--- config.mk ---
export PLATFORM = sky130hd
export DESIGN_NAME = mem_arbiter_nch
export DESIGN_NICKNAME = d
export VERILOG_FILES = /design/src/rtl/mem_arbiter_nch.sv
export SDC_FILE = /design/constraint.sdc
export NUM_CORES = 1
export LEC_CHECK = 0
export CORE_ASPECT_RATIO = 2
export CORE_UTILIZATION = 50
export CTS_CLUSTER_DIAMETER = 50
export DETAILED_ROUTE_END_ITERATION = 10
export HOLD_SLACK_MARGIN = 0.02
export PLACE_DENSITY = 0.79
export SYNTH_ARGS = -nofsm -noshare
export SYNTH_HDL_FRONTEND = slang
export SYNTH_SLANG_ARGS = --single-unit
--- constraint.sdc ---
create_clock -name clk -period 4.4 [get_ports clk]
set_input_delay 0.88 -clock clk [delete_from_list [all_inputs] [get_ports clk]]
set_output_delay 0.88 -clock clk [all_outputs]
set_load 0.02 [all_outputs]
--- src/rtl/mem_arbiter_nch.sv ---
// N-channel arbiter and byte-serial controller for a single byte-wide synchronous RAM.
// Latency: load of L bytes completes L+2 cycles after grant, store L+1 plus stalls; stalls on io_buffer_full (writes/grants) and rdy.
module mem_arbiter_nch #(
    parameter int NCH    = 2,
    parameter int ADDR_W = 32,
    parameter int MAXB   = 4,
    parameter int LEN_W  = $clog2(MAXB) + 1,
    parameter int ARB_RR = 0
) (
    input  logic                      clk,
    input  logic                      rst,
    input  logic                      rdy,
    input  logic                      io_buffer_full,
    input  logic [NCH-1:0]            req_en,
    input  logic [NCH-1:0]            req_we,
    input  logic [NCH-1:0]            req_sext,
    input  logic [NCH*LEN_W-1:0]      req_len,
    input  logic [NCH*ADDR_W-1:0]     req_addr,
    input  logic [NCH*8*MAXB-1:0]     req_wdata,
    output logic [NCH-1:0]            done,
    output logic [8*MAXB-1:0]         rdata,
    output logic                      busy,
    input  logic [7:0]                mem_din,
    output logic [7:0]                mem_dout,
    output logic [ADDR_W-1:0]         mem_a,
    output logic                      mem_wr
);

    localparam int DW    = 8 * MAXB;
    localparam int IDX_W = (NCH > 1) ? $clog2(NCH) : 1;

    typedef enum logic [1:0] {
        S_IDLE = 2'd0,
        S_RD   = 2'd1,
        S_WR   = 2'd2
    } state_t;

    state_t             state;
    logic [LEN_W-1:0]   cnt;
    logic [LEN_W-1:0]   len_q;
    logic [ADDR_W-1:0]  addr_q;
    logic [DW-1:0]      wdata_q;
    logic               sext_q;
    logic [IDX_W-1:0]   owner;
    logic [IDX_W-1:0]   rr_last;
    logic [DW-1:0]      rbuf;

    logic [NCH-1:0]     elig;
    logic               gnt_vld;
    logic [IDX_W-1:0]   gnt_idx;
    logic               sel_we;
    logic               sel_sext;
    logic [LEN_W-1:0]   sel_len;
    logic [LEN_W-1:0]   len_eff;
    logic [ADDR_W-1:0]  sel_addr;
    logic [DW-1:0]      sel_wdata;
    logic [DW-1:0]      rd_result;
    int                 arb_d;
    int                 arb_best;

    // Each channel gets a search distance; the eligible one closest to the start point wins.
    always_comb begin
        elig      = req_en & ~done;
        gnt_vld   = 1'b0;
        gnt_idx   = '0;
        sel_we    = 1'b0;
        sel_sext  = 1'b0;
        sel_len   = '0;
        sel_addr  = '0;
        sel_wdata = '0;
        arb_best  = NCH;
        arb_d     = 0;
        for (int i = 0; i < NCH; i++) begin
            arb_d = (ARB_RR != 0) ? (i + NCH - 1 - int'(rr_last)) % NCH : i;
            if (elig[i] && arb_d < arb_best) begin
                arb_best  = arb_d;
                gnt_vld   = 1'b1;
                gnt_idx   = IDX_W'(i);
                sel_we    = req_we[i];
                sel_sext  = req_sext[i];
                sel_len   = req_len[i*LEN_W +: LEN_W];
                sel_addr  = req_addr[i*ADDR_W +: ADDR_W];
                sel_wdata = req_wdata[i*DW +: DW];
            end
        end
        len_eff = (sel_len == '0 || sel_len > LEN_W'(MAXB)) ? LEN_W'(MAXB) : sel_len;
    end

    // Final byte comes straight from mem_din in the completion cycle.
    always_comb begin
        rd_result = rbuf;
        for (int b = 0; b < MAXB; b++) begin
            if (b + 1 == int'(len_q)) begin
                rd_result[b*8 +: 8] = mem_din;
            end else if (b >= int'(len_q)) begin
                rd_result[b*8 +: 8] = sext_q ? {8{mem_din[7]}} : 8'h00;
            end
        end
    end

    always_ff @(posedge clk) begin
        if (rst) begin
            state   <= S_IDLE;
            cnt     <= '0;
            len_q   <= '0;
            addr_q  <= '0;
            wdata_q <= '0;
            sext_q  <= 1'b0;
            owner   <= '0;
            rr_last <= IDX_W'(NCH - 1);
            rbuf    <= '0;
            rdata   <= '0;
            done    <= '0;
        end else if (rdy) begin
            done <= '0;
            case (state)
                S_IDLE: begin
                    if (!io_buffer_full && gnt_vld) begin
                        addr_q  <= sel_addr;
                        len_q   <= len_eff;
                        wdata_q <= sel_wdata;
                        sext_q  <= sel_sext;
                        owner   <= gnt_idx;
                        rr_last <= gnt_idx;
                        cnt     <= '0;
                        state   <= sel_we ? S_WR : S_RD;
                    end
                end
                S_RD: begin
                    for (int b = 0; b < MAXB; b++) begin
                        if (int'(cnt) == b + 1) rbuf[b*8 +: 8] <= mem_din;
                    end
                    if (cnt == len_q) begin
                        rdata <= rd_result;
                        for (int i = 0; i < NCH; i++) begin
                            if (int'(owner) == i) done[i] <= 1'b1;
                        end
                        cnt   <= '0;
                        state <= S_IDLE;
                    end else begin
                        cnt <= cnt + 1'b1;
                    end
                end
                S_WR: begin
                    if (!io_buffer_full) begin
                        if (cnt == len_q - LEN_W'(1)) begin
                            for (int i = 0; i < NCH; i++) begin
                                if (int'(owner) == i) done[i] <= 1'b1;
                            end
                            cnt   <= '0;
                            state <= S_IDLE;
                        end else begin
                            cnt <= cnt + 1'b1;
                        end
                    end
                end
                default: state <= S_IDLE;
            endcase
        end
    end

    // While frozen in RD, the address of the byte still owed is re-driven so it is valid on resume.
    always_comb begin
        mem_a    = '0;
        mem_dout = 8'h00;
        mem_wr   = 1'b0;
        case (state)
            S_RD: begin
                if (rdy) begin
                    if (cnt < len_q) mem_a = addr_q + ADDR_W'(cnt);
                end else if (cnt != '0) begin
                    mem_a = addr_q + ADDR_W'(cnt) - ADDR_W'(1);
                end
            end
            S_WR: begin
                if (rdy && !io_buffer_full) begin
                    mem_a  = addr_q + ADDR_W'(cnt);
                    mem_wr = 1'b1;
                    for (int b = 0; b < MAXB; b++) begin
                        if (int'(cnt) == b) mem_dout = wdata_q[b*8 +: 8];
                    end
                end
            end
            default: ;
        endcase
    end

    assign busy = (state != S_IDLE);

endmodule

==> reports/qor.yml <==
syn2layout_area_growth_pct: 41.2
gp_congestion: 0.988
critPathMaxFanout: 6
hold_buffers: 0
hold_depth: 2
num-fill-cells: 1399
die_height_um: 188
rsz0062_at_grt: "yes"
synth.area.top_cells: "dfxtp_1 (32%), nor2_1 (8.2%), a221oi_1 (6.9%)"
period_minus_slack_ns: 4.37
cp-start-kind: "register"
fin_area_um2: 12300
critical_path.top_delay_family: "compound AO/OA/AOI/OAI gates"
arrival_ns: 3.49
synth_common_cells: "nor2_1 (189), dfxtp_1 (140), a21oi_1 (118)"
syn_inst: 1174
final_util_pct: 72.7
placed_cell_area_um2: 11500
path_class: "register to output pin"
dp_hpwl_um: 24700
fp.dieW_um: 95.2
drtPass1Iterations: 5
grt_max_degree: 87
first_iter_violations: 585
cp_common_cell: "buf_4"
finClkSkew_ns: 0.0150
ios: 228
cp_slowest_cell: "or3_4"
grt_pass1_vias: 10100
yosysTopAreaCell: "dfxtp_1"
ys_types: 73
drv_cap: 0
cts_buffers: 17
netlist_area_um2: 8680
leakagePower_nw: 4.60
antenna_cells: 0
grt_pass1_wl_um: 51700
powerDensity_nw_per_um2: 302
slew_headroom_pct: 40.6
cts-root-buf: "clkbuf_16"
routedWlPerCell_um: 20.6
critPathRequiredTime_ns: 3.52
synth_edf_count: 0
pre_cts_ws_ns: -0.0401
setup_viol: 0
cp.depth: 13
core-area_um2: 16800
regArea_um2: 2800
rows: 67
tritoncts: "yes"
clock-sinks: 140
vias: 10200
grt.total_usage_pct: 38.1
fin_ws_ns: 0.0305
ir_worst_vdd_mv: 0.323
worstPathCellList: "ha_1 > fa_2 > a211o_1 > o22ai_2 > a22oi_2 > or3_4 > nor3_2 > buf_4 > buf_4 > a31oi_1 > a41oi_2 > nor2_1 > buf_2"
hp-class: "register to register"
synth_ff_type: "dfxtp_1"
drc: 0
synth-async-reset-ratio_pct: 0
drtAntennaViolNets: 0
maxSlewViolCount: 0
via_per_inst: 6.23
clock_latency_ns: 0.43
wirelength_um: 33700
yosys_warnings: 0
hold_ws_ns: 0.459
instances_no_fill: 1635
ys_seq_area_share_pct: 32.3
finish.net_count: 1589
hold_viol: 0
ctsHtreeMaxLevel: 4
clkTransAtPathRegs_ns: 0.06
die-area_um2: 17900
ys_seq_elements: 140
antenna_found_initial: 1
r2r_cells: 8
synth_top_area_share_pct: 32.3
fmax_mhz: 229
cp_num_buf_inv: 3
drive_above_1_share_pct: 14.1
yosysMostFrequentCell: "nor2_1"
clk_path_buf_depth: 2
multi_input_comb_area_um2: 5510
syn-num-nets: 1348
post-route-period-util_pct: 99.3
end_kind: "output pin"
status: "completed"
start_util_pct: 51.5
place_inst: 1598
avgSynthCellArea_um2: 7.39
port-buffer-count: 227
tightest_slew_ns: 0.890
grt_remaining_overflow: 0
slowest_delay_ns: 0.42
[layout make-up]
type	count	area share (%)
Multi-Input combinational cell	905	45.0
Timing Repair Buffer	326	24.2
Sequential cell	140	22.9
Clock buffer	18	3.50
Tap cell	207	2.11
Clock inverter	14	1.60
Inverter	25	0.766
[registers in the layout, indices dropped and copies added, names as in the netlist]
register,cells
wdata_q,32
done,2
state,2
cnt,3
rbuf,32
addr_q,32
sext_q,1
len_q,3
owner,1
rdata,32
[cell usage in the layout, fill, tap and decap left out, types with 4 or more instances in the layout]
cell type / instances
ha_1: 20
nand3_1: 30
xor2_1: 20
o21ai_0: 25
and3_1: 5
a22oi_1: 16
or3_1: 8
a211oi_1: 37
a21oi_1: 118
or2_2: 6
nand2_1: 106
dfxtp_1: 140
inv_1: 24
nor2_1: 188
nor3_1: 86
clkbuf_16: 17
nor3_2: 6
inv_6: 4
xnor2_1: 13
buf_4: 97
nand4_1: 20
clkbuf_2: 11
a221oi_1: 68
mux2i_1: 19
inv_8: 5
buf_2: 7
o211ai_1: 5
nor4_1: 5
and2_1: 9
a21o_1: 4
clkdlybuf4s50_1: 200
a31oi_1: 11
dlygate4sd2_1: 5
[worst reg2reg max path: cells and delay by family, from the launching register on]
kind | cells | cell delay, ns
buf+inv | 1 | 0.16
compound gates | 4 | 1.18
fa+ha+maj | 1 | 0.50
simple gates | 2 | 0.61
flops | 1 | 0.39
[cell families (layout without fill, tap and decap cells)]
family,count (synthesis),in the layout,synth area share (%)
and+or+nand+nor,502,502,26.7
adders and majority gates,22,22,3.26
xor gates and xnor gates,36,36,3.63
AOI/OAI and AO/OA,323,323,25.4
muxes,22,22,2.57
DFF,140,140,32.3
buffers and inverters,129,383,6.07
[per-layer routing]
metal	up-vias	share of wire (%)	GRT usage, %	wire, um
met5	-	0.048	0	16
met4	2	8.7	30.9	2940
met3	167	5.4	7.18	1810
met2	481	53	67.7	17800
met1	4767	33	36.5	11100
li1	4767	-	-	-
[path summary, 6_finish.rpt]
check	from	to	slack, ns
max	cnt[0]	mem_a[21]	0.03
min reg2reg	rbuf[13]	rbuf[13]	0.46
min	rbuf[13]	rbuf[13]	0.46
max reg2reg	len_q[0]	rdata[6]	1.51
[where the power goes]
group          switching, mW  total, mW  internal (mW)
logic                  0.422      0.779          0.357
registers             0.0368       1.35           1.31
clock network          0.644       1.56          0.920
[what timing repair did]
item | CTS | global route
pin swaps | 1 | 6
gates resized for setup | 46 | 60
buffers inserted | 1 | 4
endpoints found under the setup margin | 25 | 25
[through the flow]
stage / power, mW / TNS (ns)
detailed placement: 2.11 / -0.0401
global route: 3.82 / -0.122
CTS: 3.66 / 0
floorplan: 1.76 / 0
finish: 3.70 / 0
global placement: 2.10 / 0
No activity file was read; power rests on OpenSTA's default activity.
